**config.mk**
```make
export PLATFORM = sky130hd
export DESIGN_NAME = bist_misr
export DESIGN_NICKNAME = d
export VERILOG_FILES = /design/src/rtl/bist_misr.sv
export SDC_FILE = /design/constraint.sdc
export NUM_CORES = 1
export LEC_CHECK = 0
export BUFFER_PORTS_ARGS = -buffer_cell sky130_fd_sc_hd__buf_2
export CAP_MARGIN = 20
export CORE_MARGIN = 8
export CORE_UTILIZATION = 40
export CTS_CLUSTER_DIAMETER = 100
export DETAILED_ROUTE_END_ITERATION = 16
export GPL_TIMING_DRIVEN = 0
export HOLD_SLACK_MARGIN = 0.1
export PLACE_DENSITY = 0.74
export SLEW_MARGIN = 25
export SYNTH_ARGS = -nofsm -noshare
export SYNTH_HDL_FRONTEND = slang
export SYNTH_SLANG_ARGS = --single-unit
```
**constraint.sdc**
```tcl
create_clock -name clk_i -period 3.3 [get_ports clk_i]
set_input_delay 0.165 -clock clk_i [delete_from_list [all_inputs] [get_ports clk_i]]
set_output_delay 0.165 -clock clk_i [all_outputs]
set_load 0.02 [all_outputs]
```
**src/rtl/bist_misr.sv**
```systemverilog
//==============================================================================
// Module   : bist_misr
// Brief    : BIST response compactor (MISR) with golden-signature compare.
//            Optional stall timeout enabled by defining MISR_TIMEOUT_EN.
// Revision : 1.0 - initial release
//==============================================================================
`default_nettype none

module bist_misr #(
    parameter int                  NUM_BITS = 64,
    parameter int                  CNT_BITS = 16,
    parameter logic [NUM_BITS-1:0] POLY     = 64'hD800_0000_0000_0000
`ifdef MISR_TIMEOUT_EN
    ,
    parameter int                  TIMEOUT_CYCLES = 1024
`endif
) (
    input  logic                clk_i,
    input  logic                rst_i,
    input  logic                start_i,
    input  logic [NUM_BITS-1:0] seed_i,
    input  logic [CNT_BITS-1:0] expected_count_i,
    input  logic [NUM_BITS-1:0] golden_i,
    input  logic                valid_i,
    input  logic [NUM_BITS-1:0] data_i,
    output logic                ready_o,
    output logic                busy_o,
    output logic [NUM_BITS-1:0] signature_o,
    output logic                done_o,
`ifdef MISR_TIMEOUT_EN
    output logic                timeout_o,
`endif
    output logic                pass_o
);

    typedef enum logic [1:0] {
        S_IDLE  = 2'd0,
        S_RUN   = 2'd1,
        S_CHECK = 2'd2,
        S_DONE  = 2'd3
    } state_t;

    state_t              state_q, state_d;
    logic [NUM_BITS-1:0] sig_q, sig_d;
    logic [CNT_BITS-1:0] cnt_q, cnt_d;
    logic [CNT_BITS-1:0] target_q, target_d;
    logic                ready_q, ready_d;
    logic                busy_q, busy_d;
    logic                done_q, done_d;
    logic                pass_q, pass_d;

    logic                w_accept;
    logic                w_fb;
    logic [CNT_BITS-1:0] w_cnt_inc;

`ifdef MISR_TIMEOUT_EN
    localparam int STALL_BITS = $clog2(TIMEOUT_CYCLES + 1);
    logic [STALL_BITS-1:0] stall_q, stall_d;
    logic                  timeout_q, timeout_d;
`endif

    // ready_q mirrors state==RUN, so the accept never depends on valid_i via ready.
    assign w_accept  = valid_i & ready_q;
    assign w_fb      = ^(sig_q & POLY);
    assign w_cnt_inc = cnt_q + CNT_BITS'(1);

    always_comb begin
        state_d  = state_q;
        sig_d    = sig_q;
        cnt_d    = cnt_q;
        target_d = target_q;
        done_d   = done_q;
        pass_d   = pass_q;
`ifdef MISR_TIMEOUT_EN
        stall_d   = stall_q;
        timeout_d = timeout_q;
`endif
        case (state_q)
            S_IDLE, S_DONE: begin
                if (start_i) begin
                    sig_d    = seed_i;
                    cnt_d    = '0;
                    target_d = expected_count_i;
                    done_d   = 1'b0;
                    pass_d   = 1'b0;
`ifdef MISR_TIMEOUT_EN
                    stall_d   = '0;
                    timeout_d = 1'b0;
`endif
                    state_d  = (expected_count_i == '0) ? S_CHECK : S_RUN;
                end
            end
            S_RUN: begin
                if (w_accept) begin
                    sig_d = {sig_q[NUM_BITS-2:0], w_fb} ^ data_i;
                    cnt_d = w_cnt_inc;
`ifdef MISR_TIMEOUT_EN
                    stall_d = '0;
`endif
                    if (w_cnt_inc == target_q) begin
                        state_d = S_CHECK;
                    end
                end
`ifdef MISR_TIMEOUT_EN
                else begin
                    stall_d = stall_q + STALL_BITS'(1);
                    if (stall_d == STALL_BITS'(TIMEOUT_CYCLES)) begin
                        state_d   = S_DONE;
                        done_d    = 1'b1;
                        pass_d    = 1'b0;
                        timeout_d = 1'b1;
                    end
                end
`endif
            end
            S_CHECK: begin
                pass_d  = (sig_q == golden_i);
                done_d  = 1'b1;
                state_d = S_DONE;
            end
            default: begin
                state_d = S_IDLE;
            end
        endcase

        ready_d = (state_d == S_RUN);
        busy_d  = (state_d == S_RUN) || (state_d == S_CHECK);
    end

    always_ff @(posedge clk_i or posedge rst_i) begin
        if (rst_i) begin
            state_q  <= S_IDLE;
            sig_q    <= '0;
            cnt_q    <= '0;
            target_q <= '0;
            ready_q  <= 1'b0;
            busy_q   <= 1'b0;
            done_q   <= 1'b0;
            pass_q   <= 1'b0;
`ifdef MISR_TIMEOUT_EN
            stall_q   <= '0;
            timeout_q <= 1'b0;
`endif
        end else begin
            state_q  <= state_d;
            sig_q    <= sig_d;
            cnt_q    <= cnt_d;
            target_q <= target_d;
            ready_q  <= ready_d;
            busy_q   <= busy_d;
            done_q   <= done_d;
            pass_q   <= pass_d;
`ifdef MISR_TIMEOUT_EN
            stall_q   <= stall_d;
            timeout_q <= timeout_d;
`endif
        end
    end

    assign ready_o     = ready_q;
    assign busy_o      = busy_q;
    assign signature_o = sig_q;
    assign done_o      = done_q;
    assign pass_o      = pass_q;
`ifdef MISR_TIMEOUT_EN
    assign timeout_o   = timeout_q;
`endif

endmodule

`default_nettype wire

```
==> impl_metrics.yaml <==
outcome:
  status: "finished clean"
setup_path:
  crit_arrival_ns: 3.36
  critPathLaunchType: "flip-flop"
  worstPathRequired_ns: 3.55
  path_max_fanout: 7
  end_kind: "flip-flop"
  r2r.worst_path.cells: 10
  critical_path_class: "flip-flop to flip-flop"
floorplan:
  ioPinCount: 280
  die_h_um: 142.7
  core_area_um2: 15770
  die_w_um: 142.7
  start_util_pct: 40.70
  rows: 46
  dieArea_um2: 20360
sta:
  hold_viol_final: 0
  worst_slack_ns: 0.1875
  finalSetupViolCount: 0
  finalSetupTns_ns: 0
  tightest_slew_ns: 0.7277
  min_period_ns: 3.113
  finalClockSkew_ns: 0.009227
  fin_crit_sh_pct: 94.32
  fmax_mhz: 321.3
  rsz0062_at_grt: "false"
  slew_viol_final: 0
  slew_headroom_pct: 51.04
synthesis:
  synth_cell_types: 44
  netlist_area_um2: 6419
  synth-seq-cells: 102
  ys.flop_type: "dfrtp_1"
  yosys-top-cells-count: "nand2_1, o21ai_0, xnor2_1"
  synth_top_area_share_pct: 39.77
  syn_nets: 963
  synth_area_leader_cell: "dfrtp_1"
  synth.avg_cell_area_um2: 8.593
  synth.most_common_cell: "nand2_1"
  yosysSeqAreaShare_pct: 39.77
  synth.area.top_cells: "dfrtp_1, xnor2_1, o21ai_0"
  synthCells: 747
  async_reset_ff_share_pct: 100.0
  synth_edf_count: 0
  yosys_warnings: 0
clocking:
  cts.sinks: 102
  cts_made_buffers: 9
  cts_tree: "built"
  clk_pin_slew_worst_paths_ns: 0.07
  clockBufferDepth: 2
  cts-root-buf: "clkbuf_16"
  clkLatencyLatePin_ns: 0.36
  h-tree-depth: 3
drt:
  wl_met3_um: 1959
  met2_length_um: 12920
  drt_first_pass_iters: 5
  drtIter0Drc: 448
  wl_met1_um: 9955
  drt-vias-per-instance: 5.257
  top_layer: "met5"
  detail_route.wl_per_cell_um: 20.25
  vias: 6818
  drc: 0
  ant_nets: 0
  wirelength_um: 26260
pwr:
  p_leak_nw: 4.218
  total_power_mw: 4.874
  p_per_area_nw_per_um2: 552.3
  ir_drop_mv: 0.4138
final_layout:
  fill_cells: 1480
  multi_input_area_um2: 3675
  register_area_um2: 2554
  synthToLayoutAreaGrowth_pct: 37.50
  finish.instance_area_um2: 8826
  drive_gt1_share_pct: 30.24
  nets: 1289
grt:
  grt_max_degree: 58
  grt.total_usage_pct: 25.86
  grt_overflow: 0
  grt_pass1_wl_um: 39570
  grt_pass1_vias: 6971
  antenna_found_initial: 4
place:
  hpwl_um: 20900
  placed_cell_area_um2: 8118
  port_buffers: 279
  gp_congestion: 0.9359
  post-place-ws_ns: -0.08840
hold_path:
  worstHoldPathCells: 3
  hp-class: "primary input to flip-flop"
run:
  drv_cap: 0
state kept, by name (all words and copies together), names as in the netlist:
signal and count:
ready_o 1, signature_o 64, target_q 16, cnt_q 16, done_o 1, state_q 2
pass_o 1, busy_o 1
cells in the final DEF (no fill, tap or decap), drive strengths merged, types with 14 or more instances in the layout:
cell | synthesis | layout
dlygate4sd3 | 0 | 34
buf | 7 | 288
nor4 | 14 | 14
xor2 | 46 | 46
mux2 | 16 | 16
o21ai | 142 | 142
nand2 | 162 | 162
clkbuf | 35 | 46
xnor2 | 103 | 103
dfrtp | 102 | 102
routing by layer:
| layer | up-vias | track usage (%) |
|---|---|---|
| met5 | - | 0 |
| met4 | 2 | 14.82 |
| met3 | 66 | 7.613 |
| met2 | 303 | 43.01 |
| met1 | 3246 | 29.13 |
| li1 | 3201 | - |
final cells by class:
class | count | share of cell area (%)
flip-flops and latches | 102 | 28.93
multi-input cells | 595 | 41.64
clock buffers | 11 | 2.750
diodes | 3 | 0.08506
inverters | 8 | 0.3969
clock inverters | 5 | 1.205
plain buffers | 42 | 1.857
repair buffers | 315 | 20.07
well taps | 216 | 3.062
through the flow:
| stage | util, % | hold slack, ns | std cells |
|---|---|---|---|
| 2_1_floorplan | - | 0.3156 | 747 |
| 3_3_place_gp | 51.27 | 0.4168 | 1242 |
| 3_5_place_dp | 51.48 | 0.2161 | 1243 |
| 4_1_cts | 55.89 | 0.1005 | 1294 |
| 5_1_grt | 55.97 | 0.1033 | 1297 |
| 6_report | 55.97 | 0.1025 | 1297 |
critical path, cell delays in order (launching register included):
cell and delay [ns]:
dfrtp_2 0.43, ha_2 0.28, nand3_2 0.17, nor3_4 0.30, a21oi_1 0.07, or4_1 0.50, nor4_1 0.31, o2111ai_1 0.29
a41o_1 0.32, ha_1 0.30, inv_1 0.04
logic make-up (layout without fill, tap and decap cells):
kind of cell | Yosys count | in the layout | synth area share, %
AOI/OAI and AO/OA | 178 | 178 | 15.38
xor gates and xnor gates | 149 | 149 | 20.33
adders and majority gates | 4 | 4 | 0.7798
buffers and inverters | 50 | 381 | 3.022
DFF | 102 | 102 | 39.77
muxes | 19 | 19 | 3.275
other | 0 | 3 | 0
and+or+nand+nor | 245 | 245 | 17.45
where the power goes:
part	total (mW)	switching, mW	internal [mW]
combinational	1.76	0.991	0.766
clock	1.26	0.495	0.764
sequential	1.86	0.383	1.47
final timing paths:
kind	start	to	slack, ns
min	seed_i[44]	signature_o[44]$_DFFE_PP0P_	0.10
min in group asynchronous	rst_i	signature_o[58]$_DFFE_PP0P_	0.39
max reg2reg	cnt_q[0]$_DFFE_PP0P_	busy_o$_DFF_PP0_	0.19
max in group asynchronous	rst_i	target_q[6]$_DFFE_PP0P_	2.27
max	cnt_q[0]$_DFFE_PP0P_	busy_o$_DFF_PP0_	0.19
min reg2reg	pass_o$_DFFE_PP0P_	pass_o$_DFFE_PP0P_	0.54
repair_timing:
| item | 4_1_cts | 5_1_grt |
|---|---|---|
| setup buffers | 1 | 0 |
| pin swaps | 1 | 0 |
| endpoints found under the setup margin | 19 | 1 |
| endpoints found under the hold margin | 78 | 0 |
| cloned | 0 | 0 |
| resized for setup | 0 | 2 |
| hold buffers | 34 | 0 |
(Power assumes the default switching activity.)
